### config.mk
export PLATFORM = sky130hd
export DESIGN_NAME = clock_mode_controller
export DESIGN_NICKNAME = d
export VERILOG_FILES = /design/src/rtl/clock_mode_controller.sv
export SDC_FILE = /design/constraint.sdc
export NUM_CORES = 1
export LEC_CHECK = 0
export ABC_AREA = 0
export CAP_MARGIN = 20
export CORE_MARGIN = 10
export CORE_UTILIZATION = 61
export DETAILED_ROUTE_END_ITERATION = 8
export MAX_ROUTING_LAYER = met4
export PLACE_DENSITY = 0.86
export SLEW_MARGIN = 20
export SYNTH_ARGS = -nofsm -noshare
export SYNTH_HDL_FRONTEND = slang
export SYNTH_SLANG_ARGS = --single-unit
### constraint.sdc
create_clock -name Clk -period 8.8 [get_ports Clk]
set_input_delay 1.32 -clock Clk [delete_from_list [all_inputs] [get_ports Clk]]
set_output_delay 1.32 -clock Clk [all_outputs]
set_load 0.03 [all_outputs]
### src/rtl/clock_mode_controller.sv
// clock_mode_controller: front-panel mode sequencer for the alarm clock.
// Converts debounced button levels into single-cycle increment strobes for
// set_time_module, selects what display_module shows and which field blinks,
// and runs the alarm ringing / snooze state machine. Runs on Clk_sys.
module clock_mode_controller #(
  parameter int TIMEOUT_S  = 10,
  parameter int RING_S     = 60,
  parameter int SNOOZE_S   = 300,
  parameter int MAX_SNOOZE = 3
) (
  input  logic       Clk,
  input  logic       Reset,
  input  logic       Tick_1Hz,
  input  logic       Mode_btn,
  input  logic       Next_btn,
  input  logic       Inc_btn,
  input  logic       Snooze_btn,
  input  logic       Alarm_en,
  input  logic       Alarm_match,
  output logic [2:0] Mode,
  output logic [1:0] Field,
  output logic       Inc_D,
  output logic       Inc_H,
  output logic       Inc_M,
  output logic       Tgt_alarm,
  output logic       Disp_sel,
  output logic       Blink,
  output logic       Buzzer,
  output logic [1:0] Snooze_cnt
);

  typedef enum logic [2:0] {
    S_RUN       = 3'd0,
    S_SET_TIME  = 3'd1,
    S_SET_ALARM = 3'd2,
    S_RINGING   = 3'd3,
    S_SNOOZE    = 3'd4
  } state_t;

  localparam logic [1:0] F_NONE = 2'b00;
  localparam logic [1:0] F_DAY  = 2'b01;
  localparam logic [1:0] F_HOUR = 2'b10;
  localparam logic [1:0] F_MIN  = 2'b11;

  // Wide enough for any sensible seconds limit; saturates rather than wraps.
  localparam int CNT_W = 16;
  localparam logic [CNT_W-1:0] TIMEOUT_C = CNT_W'(TIMEOUT_S);
  localparam logic [CNT_W-1:0] RING_C    = CNT_W'(RING_S);
  localparam logic [CNT_W-1:0] SNOOZE_C  = CNT_W'(SNOOZE_S);
  localparam logic [1:0]       MAX_SNZ_C = 2'(MAX_SNOOZE);

  // Seconds counter increment that sticks at all-ones instead of wrapping.
  function automatic logic [CNT_W-1:0] sat_inc(input logic [CNT_W-1:0] v);
    return (v == {CNT_W{1'b1}}) ? v : v + CNT_W'(1);
  endfunction

  // Field selection order while setting: day -> hour -> minute -> day.
  function automatic logic [1:0] next_field(input logic [1:0] f);
    case (f)
      F_DAY:   return F_HOUR;
      F_HOUR:  return F_MIN;
      default: return F_DAY;
    endcase
  endfunction

  state_t           state_q, state_d;
  logic [1:0]       field_q, field_d;
  logic [1:0]       snz_q, snz_d;
  logic [CNT_W-1:0] cnt_q, cnt_d;
  logic [CNT_W-1:0] cnt_tick;
  logic             btn_acc;

  logic             inc_day_q, inc_day_d;
  logic             inc_hr_q, inc_hr_d;
  logic             inc_min_q, inc_min_d;
  logic             tgt_q, disp_q, blink_q, buzz_q;

  // Previous-sample registers for edge detection; preset high at reset so a
  // level already asserted during reset is not mistaken for a press.
  logic             mode_prev_q, next_prev_q, inc_prev_q, snz_prev_q, match_prev_q;

  logic             mode_e, next_e, inc_e, snz_e, match_e;

  assign mode_e  = Mode_btn    & ~mode_prev_q;
  assign next_e  = Next_btn    & ~next_prev_q;
  assign inc_e   = Inc_btn     & ~inc_prev_q;
  assign snz_e   = Snooze_btn  & ~snz_prev_q;
  assign match_e = Alarm_match & ~match_prev_q;

  // Next-state, strobe and seconds-counter decisions for the mode sequencer.
  always_comb begin
    state_d   = state_q;
    field_d   = field_q;
    snz_d     = snz_q;
    inc_day_d = 1'b0;
    inc_hr_d  = 1'b0;
    inc_min_d = 1'b0;
    btn_acc   = 1'b0;
    cnt_tick  = Tick_1Hz ? sat_inc(cnt_q) : cnt_q;

    case (state_q)
      S_RUN: begin
        if (match_e && Alarm_en) begin
          state_d = S_RINGING;
        end else if (mode_e) begin
          state_d = S_SET_TIME;
          field_d = F_DAY;
        end
      end

      S_SET_TIME, S_SET_ALARM: begin
        // One button action per cycle: Mode beats Next beats Inc.
        if (mode_e) begin
          btn_acc = 1'b1;
          if (state_q == S_SET_TIME) begin
            state_d = S_SET_ALARM;
            field_d = F_DAY;
          end else begin
            state_d = S_RUN;
          end
        end else if (next_e) begin
          btn_acc = 1'b1;
          field_d = next_field(field_q);
        end else if (inc_e) begin
          btn_acc = 1'b1;
          case (field_q)
            F_DAY:   inc_day_d = 1'b1;
            F_HOUR:  inc_hr_d  = 1'b1;
            F_MIN:   inc_min_d = 1'b1;
            default: ;
          endcase
        end else if (Tick_1Hz && (cnt_tick == TIMEOUT_C)) begin
          state_d = S_RUN;
        end
      end

      S_RINGING: begin
        if (!Alarm_en || mode_e || inc_e) begin
          state_d = S_RUN;
        end else if (snz_e && (snz_q < MAX_SNZ_C)) begin
          state_d = S_SNOOZE;
          snz_d   = snz_q + 2'd1;
        end else if (Tick_1Hz && (cnt_tick == RING_C)) begin
          state_d = S_RUN;
        end
      end

      S_SNOOZE: begin
        if (!Alarm_en || mode_e) begin
          state_d = S_RUN;
        end else if (Tick_1Hz && (cnt_tick == SNOOZE_C)) begin
          state_d = S_RINGING;
        end
      end

      default: state_d = S_RUN;
    endcase

    // Returning to RUN always forgets the field and the snooze history.
    if (state_d == S_RUN) begin
      field_d = F_NONE;
      snz_d   = 2'd0;
    end

    // A state change or an accepted press restarts the seconds count; a tick
    // in the same cycle is absorbed by the clear.
    cnt_d = ((state_d != state_q) || btn_acc) ? '0 : cnt_tick;
  end

  // State, counters, edge-detect history and registered outputs.
  always_ff @(posedge Clk) begin
    if (Reset) begin
      state_q      <= S_RUN;
      field_q      <= F_NONE;
      snz_q        <= 2'd0;
      cnt_q        <= '0;
      inc_day_q    <= 1'b0;
      inc_hr_q     <= 1'b0;
      inc_min_q    <= 1'b0;
      tgt_q        <= 1'b0;
      disp_q       <= 1'b0;
      blink_q      <= 1'b0;
      buzz_q       <= 1'b0;
      mode_prev_q  <= 1'b1;
      next_prev_q  <= 1'b1;
      inc_prev_q   <= 1'b1;
      snz_prev_q   <= 1'b1;
      match_prev_q <= 1'b1;
    end else begin
      state_q      <= state_d;
      field_q      <= field_d;
      snz_q        <= snz_d;
      cnt_q        <= cnt_d;
      inc_day_q    <= inc_day_d;
      inc_hr_q     <= inc_hr_d;
      inc_min_q    <= inc_min_d;
      tgt_q        <= (state_d == S_SET_ALARM);
      disp_q       <= (state_d == S_SET_ALARM);
      blink_q      <= (field_d != F_NONE);
      buzz_q       <= (state_d == S_RINGING);
      mode_prev_q  <= Mode_btn;
      next_prev_q  <= Next_btn;
      inc_prev_q   <= Inc_btn;
      snz_prev_q   <= Snooze_btn;
      match_prev_q <= Alarm_match;
    end
  end

  assign Mode       = state_q;
  assign Field      = field_q;
  assign Inc_D      = inc_day_q;
  assign Inc_H      = inc_hr_q;
  assign Inc_M      = inc_min_q;
  assign Tgt_alarm  = tgt_q;
  assign Disp_sel   = disp_q;
  assign Blink      = blink_q;
  assign Buzzer     = buzz_q;
  assign Snooze_cnt = snz_q;

endmodule

# After elaboration in Yosys (flattened, before gate mapping)
# Cells that the tools add are included.
# op_classes
add_sub_neg,2
magnitude_cmp,1
n_eq_ne,14
mux,30
n_bitwise,13
n_reduce_logical,17
# ops
op,count
two-way mux 3 bit,11
two-way mux 16 bit,2
adder 16 x 1 -> 16 bit (second input constant),1
== test 16 bit (second input constant),1
== test 16 x 4 -> 1 bit (second input constant),1
== test 16 x 6 -> 1 bit (second input constant),1
== test 16 x 9 -> 1 bit (second input constant),1
two-way mux 2 bit,7
== test 3 x 2 -> 1 bit (second input constant),4
case mux 3 bit (4 select lines),1
inverter 1 bit,8
case mux 2 bit (2 select lines),2
two-way mux 1 bit,7
logical NOT 3 bit,2
OR reduction 2 bit,3
bitwise AND 1 bit,5
logical AND 1 bit,5
OR reduction 5 bit,1
== test 2 bit (second input constant),2
== test 3 x 1 -> 1 bit (second input constant),1
== test 3 bit (second input constant),1
logical OR 1 bit,3
inequality test 3 bit,1
AND reduction 3 bit,1
other kinds (5),5
# word_totals
register_bits,34
output_inout_bits,14
wordCells,92

# Depth between registers and ports, before layout
# Gate-level depths: netlist of run 1.
# depth
word_depth,13
ltp_mapped,11

# Least setup slack after synthesis of run 1
# Ideal clock, no wire load.
# synth_path
path_type,input port to flip-flop
from,input port Tick_1Hz
to,register cnt_q[9]
t_arrival_ns,4.029
required_time_ns,8.672
path_slack_ns,4.643
cell_stages,10
path_cell_list,buf_2 > nand4_1 > o41a_1 > nor3_1 > nand4b_1 > or4b_1 > o41a_1 > o311ai_4 > buf_6 > nor2_1
# synth_via
elab_chain_len,11
# synth_rtl
element,line,text
from (decl),13,"input logic Tick_1Hz,"
two-way mux 16 bit,99,cnt_tick = Tick_1Hz ? sat_inc(cnt_q) : cnt_q;
== test 16 x 4 -> 1 bit,132,end else if (Tick_1Hz && (cnt_tick == TIMEOUT_C)) begin
logical AND 1 bit,132,
two-way mux 3 bit,132,
two-way mux 3 bit,124,end else if (inc_e) begin
two-way mux 3 bit,121,end else if (next_e) begin
two-way mux 3 bit,113,if (mode_e) begin
case mux 3 bit (4 select lines),101,case (state_q)
inequality test 3 bit,167,cnt_d = ((state_d != state_q) || btn_acc) ? '0 : cnt_tick;
logical OR 1 bit,167,
OR reduction 2 bit (no source line),--,
to (signal assigned),193,cnt_q <= cnt_d;
to (decl),69,"logic [CNT_W-1:0] cnt_q, cnt_d;"
# Several ways; a longest one is shown, not always the timed one.
# A chain may end at the register's enable or synchronous reset.

# Worst setup path after layout of run 1
# layout_path
from,input port Tick_1Hz
to,register cnt_q[0]
# The elaborated chain is that of the path after synthesis.

==> run metrics, run 1 <==
status completed; Synthesized Nets 282; Pre-Repair DR Iteration Count 4; CP startpoint kind primary input; Crit. End Element flip-flop; critical setup path kind in -> reg; ys flop type dfxtp_1; HP Start cnt_q[15]; starting density of the core 64.5%; Hold Violations, Final 0; Via density 6.20; Distinct cells, synth 62; die width between 70 and 80 um; minimum clock period 4910 ps; global route overflow 0; Least-Margin Pin Slew about 750 ps; reg2reg end cnt_q[0]; cts repair resizes 0; Syn-to-layout area delta 12.1%; Worst slew margin 49.6%; DR WL/cell about 15 um; Max Cap Viol 0; Tcrit/Tclk final 55.8%; RSZ-0062 raised after global routing no; Clock Pin Slew Worst Setup and Hold Paths 100 ps; worst-path fanout max 16; Hold Crit Depth 2; Critical R2R Launch cnt_q[1]; boundary pin count 23; IO Port Bufs 22; Slew Viols, Final 0; Placer Congestion approximately 0.94; hold_buf cts 0; combinational share of power approximately a tenth; internal power between 0.2 and 0.25 mW; switching power share of the total 26.0%; Synth warnings 0; top post-synthesis cells by count dfxtp_1 (34), nor2_1 (28), nand2_1 (18); Max VDD drop slightly below 0.00009 V; NumNets Final 296; largest cells by area after synthesis dfxtp_1 (31%), nor2_1 (4.8%), nor3_1 (3.7%); initial antenna violation count 0; drt total wl 5030 um; Yosys reg bits 34; Synth area leader dfxtp_1; Post-synth EDFFs 0; Critical Path RT 9000 ps; worst reg-to-reg path cell count 9; Flop pwr share 56.9%; f_max between 0.2 and 0.25 GHz; Leak Pwr just under 0.9 nW; H-tree depth 2; Residual DRC 0; later-pin clock latency in the skew report 340 ps; Die ar. between 6000 and 7000 sq um; worst hold slack 581 ps; clk sinks 34; switching pwr 0.0725 mW; GRT Total Usage 17.0%; initial DRC count a little over 200; CTS tree done; Routed Antenna Nets 0; Hold Crit Class reg -> reg; largest net degree at the start of global routing 17; worst clock skew 10.0 ps; top-area cell type share of the netlist area 31.1%; fraction of layout instances using a drive strength above 1 between 8 and 9%; most frequent cell after synthesis dfxtp_1; register area share after synthesis 31.1%; PD cells 114 nW/um^2; clock power share 33.6%; CTS Buf Count 5; Via Count 2040; area of the core 3390 sq um; first-pass GRT wire length 8830 um; final setup fails 0; post-DP HPWL 3730 um; Site Rows 21; setup_tns 0 ps; Critical Path AT 5110 ps; Hold EP cnt_q[15]; Diodes inserted 0; Post-Layout Cell Count roughly 330; Post-CTS Setup Bufs 0; syn_area_per_cell 8.16 sq um; Die Y 79.9 um; clk root buf clkbuf_4; R2R Setup Slk approximately 4400 ps; placed cell count 321; vias in the first global route 1862; Netlist Area Pre-Place ~2200 sq um; total power 0.279 mW; FFs w/ async S/R, synth 0%; Synth Instances approximately 270; Cell Area, Placed 2390 sq um; final instance area 2450 sq um; Clock Path Buffers 2
==> layout make-up <==
cell class                      count  area [sq um]
Timing Repair Buffer               22           220
Clock inverter                      2          12.5
Sequential cell                    34           681
Inverter                           13          48.8
Clock buffer                        6          51.3
Tap cell                           46          57.6
Fill cell                         268           938
Multi-Input combinational cell    206          1380
==> cells in the final DEF (no fill, tap or decap), types with 3 or more instances in the layout <==
| master | n |
|---|---|
| nand2b_1 | 8 |
| nor3b_1 | 3 |
| and4_1 | 4 |
| inv_1 | 13 |
| nand3_1 | 15 |
| nand2_1 | 18 |
| clkbuf_4 | 5 |
| o41a_1 | 3 |
| nand4_1 | 6 |
| and2_1 | 4 |
| o21ai_0 | 9 |
| nor3_1 | 16 |
| mux2i_1 | 5 |
| nor4_1 | 5 |
| a211oi_1 | 8 |
| nor2_1 | 28 |
| xnor2_1 | 3 |
| clkdlybuf4s50_1 | 22 |
| ha_1 | 5 |
| dfxtp_1 | 34 |
| or2_2 | 6 |
| nor2b_1 | 3 |
| o31a_1 | 3 |
| a21oi_1 | 9 |
| o21ai_1 | 3 |
==> per-stage QoR <==
stage	worst slack [ps]	util, %
floorplan	4640	-
global placement	3760	70.4
detailed placement	3600	70.4
CTS	3970	72.3
global route	3570	72.3
finish	3890	72.3
==> per-layer routing <==
metal,wire (um),up-vias,global-route usage [%],share of wire (%)
met5,0,-,-,0
met4,36,0,4.05,0.72
met3,404,5,3.94,8.0
met2,2220,77,24.2,44
met1,2370,933,23.5,47
li1,-,1025,-,-
==> power groups by stage <==
stage               Sequential (mW)  Combinational, mW  Clock [mW]
floorplan                     0.162             0.0181           0
global placement              0.162             0.0257           0
detailed placement            0.162             0.0261           0
CTS                           0.159             0.0263      0.0947
global route                  0.159             0.0291       0.100
finish                        0.159             0.0265      0.0937
==> flip-flops by register name, summed over array words and instances, names as in the netlist <==
name,flops
Blink,1
match_prev_q,1
mode_prev_q,1
snz_prev_q,1
Inc_D,1
next_prev_q,1
Disp_sel,1
Inc_H,1
inc_prev_q,1
Mode,3
cnt_q,16
Snooze_cnt,2
Field,2
Inc_M,1
Buzzer,1
==> how the worst max path moves through the flow <==
stage / from / slack (ps) / to / cells after the start
after global routing: Tick_1Hz / 3570 / cnt_q[11] / 9
after global placement: Tick_1Hz / 3760 / cnt_q[7] / 9
final: Tick_1Hz / 3890 / cnt_q[0] / 9
after floorplan: Tick_1Hz / 4640 / cnt_q[9] / 10
after CTS: Tick_1Hz / 3970 / cnt_q[0] / 9
after detailed placement: Tick_1Hz / 3600 / cnt_q[0] / 9
==> worst max-delay path: stages <==
cell and delay (ps):
clkdlybuf4s50_1 680, nand4_1 390, o41a_1 480, nor3_1 380, nand4b_1 130, or4b_1 510
o41a_1 410, o311ai_4 700, nor2_1 110
==> logic make-up after synthesis <==
kind of cell             count (synthesis)  share of synthesized area, %
AND/OR/NAND/NOR                        134                          35.6
AO/OA/AOI/OAI                           56                          19.9
flip-flops                              34                          31.1
buffers and inverters                   28                          5.78
multiplexers                             6                          2.80
XOR/XNOR                                 5                          2.00
adder cells (fa/ha/maj)                  5                          2.86
No activity file was read; power rests on OpenSTA's default activity.
==> run 2: changes to the inputs <==
Settings changed: CORE_UTILIZATION 61 to 51, PLACE_DENSITY 0.86 to 0.77.
Clock period 8.8 ns to 3.97 ns, I/O delays scaled along.
==> run 2 against run 1 <==
Compared with the run above: clock-buffer cell count up 1; largest power group unchanged; worst hold slack worse by 12 ps; first-iteration DRC count down 23%; setup slack worse by 3600 ps; power up 140%; die area up 15%; critical path type is now reg -> reg.
==> run metrics, run 2 (synthesized netlist as in run 1, its figures left out) <==
vias in the first global route 1962; setup_tns 0 ps; Diodes inserted 0; Residual DRC 0; PD cells 260 nW/um^2; largest net degree at the start of global routing 16; Hold Crit Class reg -> reg; commonest non-fill, non-tap cells in the layout dfxtp_1 (34), nor2_1 (28), clkdlybuf4s50_1 (22); Hold Violations, Final 0; CP startpoint kind flip-flop; Slew Viols, Final 0; initial DRC count roughly 160; final core utilization a little under two thirds; drt total wl 5250 um; DR WL/cell 15.1 um; NumNets Final 311; dpl ws 123 ps; Post-CTS Setup Bufs 0; post-route setup slack about 250 ps; GRT Total Usage ~15%; Critical Path AT 3890 ps; clk root buf clkbuf_8; Leak Pwr 0.952 nW; Max Cap Viol 0; Die Y 85.5 um; die width 85.5 um; Die ar. between 7000 and 8000 sq um; fraction of layout instances using a drive strength above 1 12.8%; total power about 0.68 mW; Clock Pin Slew Worst Setup and Hold Paths 70 ps; f_max 0.268 GHz; starting density of the core 53.5%; Critical Path RT 4130 ps; boundary pin count 23; post-DP HPWL 4060 um; CTS tree done; H-tree depth 2; RSZ-0062 raised after global routing no; commonest non-fill, non-tap cell in the layout dfxtp_1; area of the core 4090 sq um; hold_buf cts 0; Via density 6.01; later-pin clock latency in the skew report about 280 ps; Max VDD drop 0.000241 V; status completed; Syn-to-layout area delta 18.7%; final setup fails 0; Crit. End Element flip-flop; global route overflow 0; Pre-Repair DR Iteration Count 4; Reg with most FFs cnt_q; Clock Path Buffers 2; cts repair resizes 0; worst clock skew 6.45 ps; clk sinks 34; IO Port Bufs 22; Worst slew margin 59.1%; critical setup path kind reg -> reg; initial antenna violation count 0; Via Count 2091; CTS Buf Count 5; Placer Congestion between 0.9 and 1; Routed Antenna Nets 0; first-pass GRT wire length 9150 um; Least-Margin Pin Slew 608 ps; max reg flops 16; worst-path fanout max 8; Tcrit/Tclk final 93.8%; minimum clock period 3720 ps; Site Rows 23
==> run 2: cell count changes in the layout (fill, tap and decap cells not counted), sizes merged <==
cell and delta:
clkinvlp -1, buf +15, clkbuf +1
==> run 2: critical path, stage by stage, from the launching register on <==
cell and delay, ps:
dfxtp_1 430, ha_1 260, nand4_4 180, o41ai_2 490, buf_4 210, mux2i_1 380
o21ai_1 110, or4b_1 550, o41a_1 420, o311ai_4 300, buf_4 210, nor2_1 50
==> run 2: final cells by class <==
| cell class | instances | area (sq um) |
|---|---|---|
| fillers | 353 | 1490 |
| multi-input cells | 206 | 1380 |
| flip-flops and latches | 34 | 681 |
| repair buffers | 37 | 333 |
| clock buffers | 7 | 86.3 |
| well taps | 50 | 62.6 |
| inverters | 13 | 48.8 |
| clock inverters | 1 | 5.00 |
==> run 2: power breakdown <==
group / internal (mW) / switching [mW] / total (mW)
Combinational: 0.0308 / 0.0333 / 0.0640
Sequential: 0.346 / 0.00559 / 0.352
Clock: 0.140 / 0.120 / 0.259
Total: 0.517 / 0.158 / 0.675
==> run 2: final timing paths <==
kind	endpoint	cells past startpoint	slack [ps]	startpoint
worst max register to register	cnt_q[1]	11	250	cnt_q[1]
worst max-delay path	cnt_q[1]	11	250	cnt_q[1]
worst min register to register	Snooze_cnt[1]	2	570	Snooze_cnt[1]
worst min-delay path	Snooze_cnt[1]	2	570	Snooze_cnt[1]
==> run 2: routing by layer <==
| metal | GRT usage, % | vias up | share of wire (%) | wire, um |
|---|---|---|---|---|
| met4 | 4.79 | 0 | 0.71 | 37 |
| li1 | - | 1053 | - | - |
| met2 | 22.1 | 57 | 45 | 2340 |
| met1 | 19.4 | 977 | 49 | 2580 |
| met3 | 3.73 | 4 | 5.5 | 290 |
| met5 | - | - | 0 | 0 |
==> run 2: metrics by stage <==
step / hold WS (ps) / instances / area [sq um]
6_report: 569 / 348 / 2600
3_5_place_dp: 562 / 340 / 2500
4_1_cts: 574 / 348 / 2600
2_1_floorplan: 522 / 268 / 2190
5_1_grt: 600 / 348 / 2600
3_3_place_gp: 557 / 340 / 2500
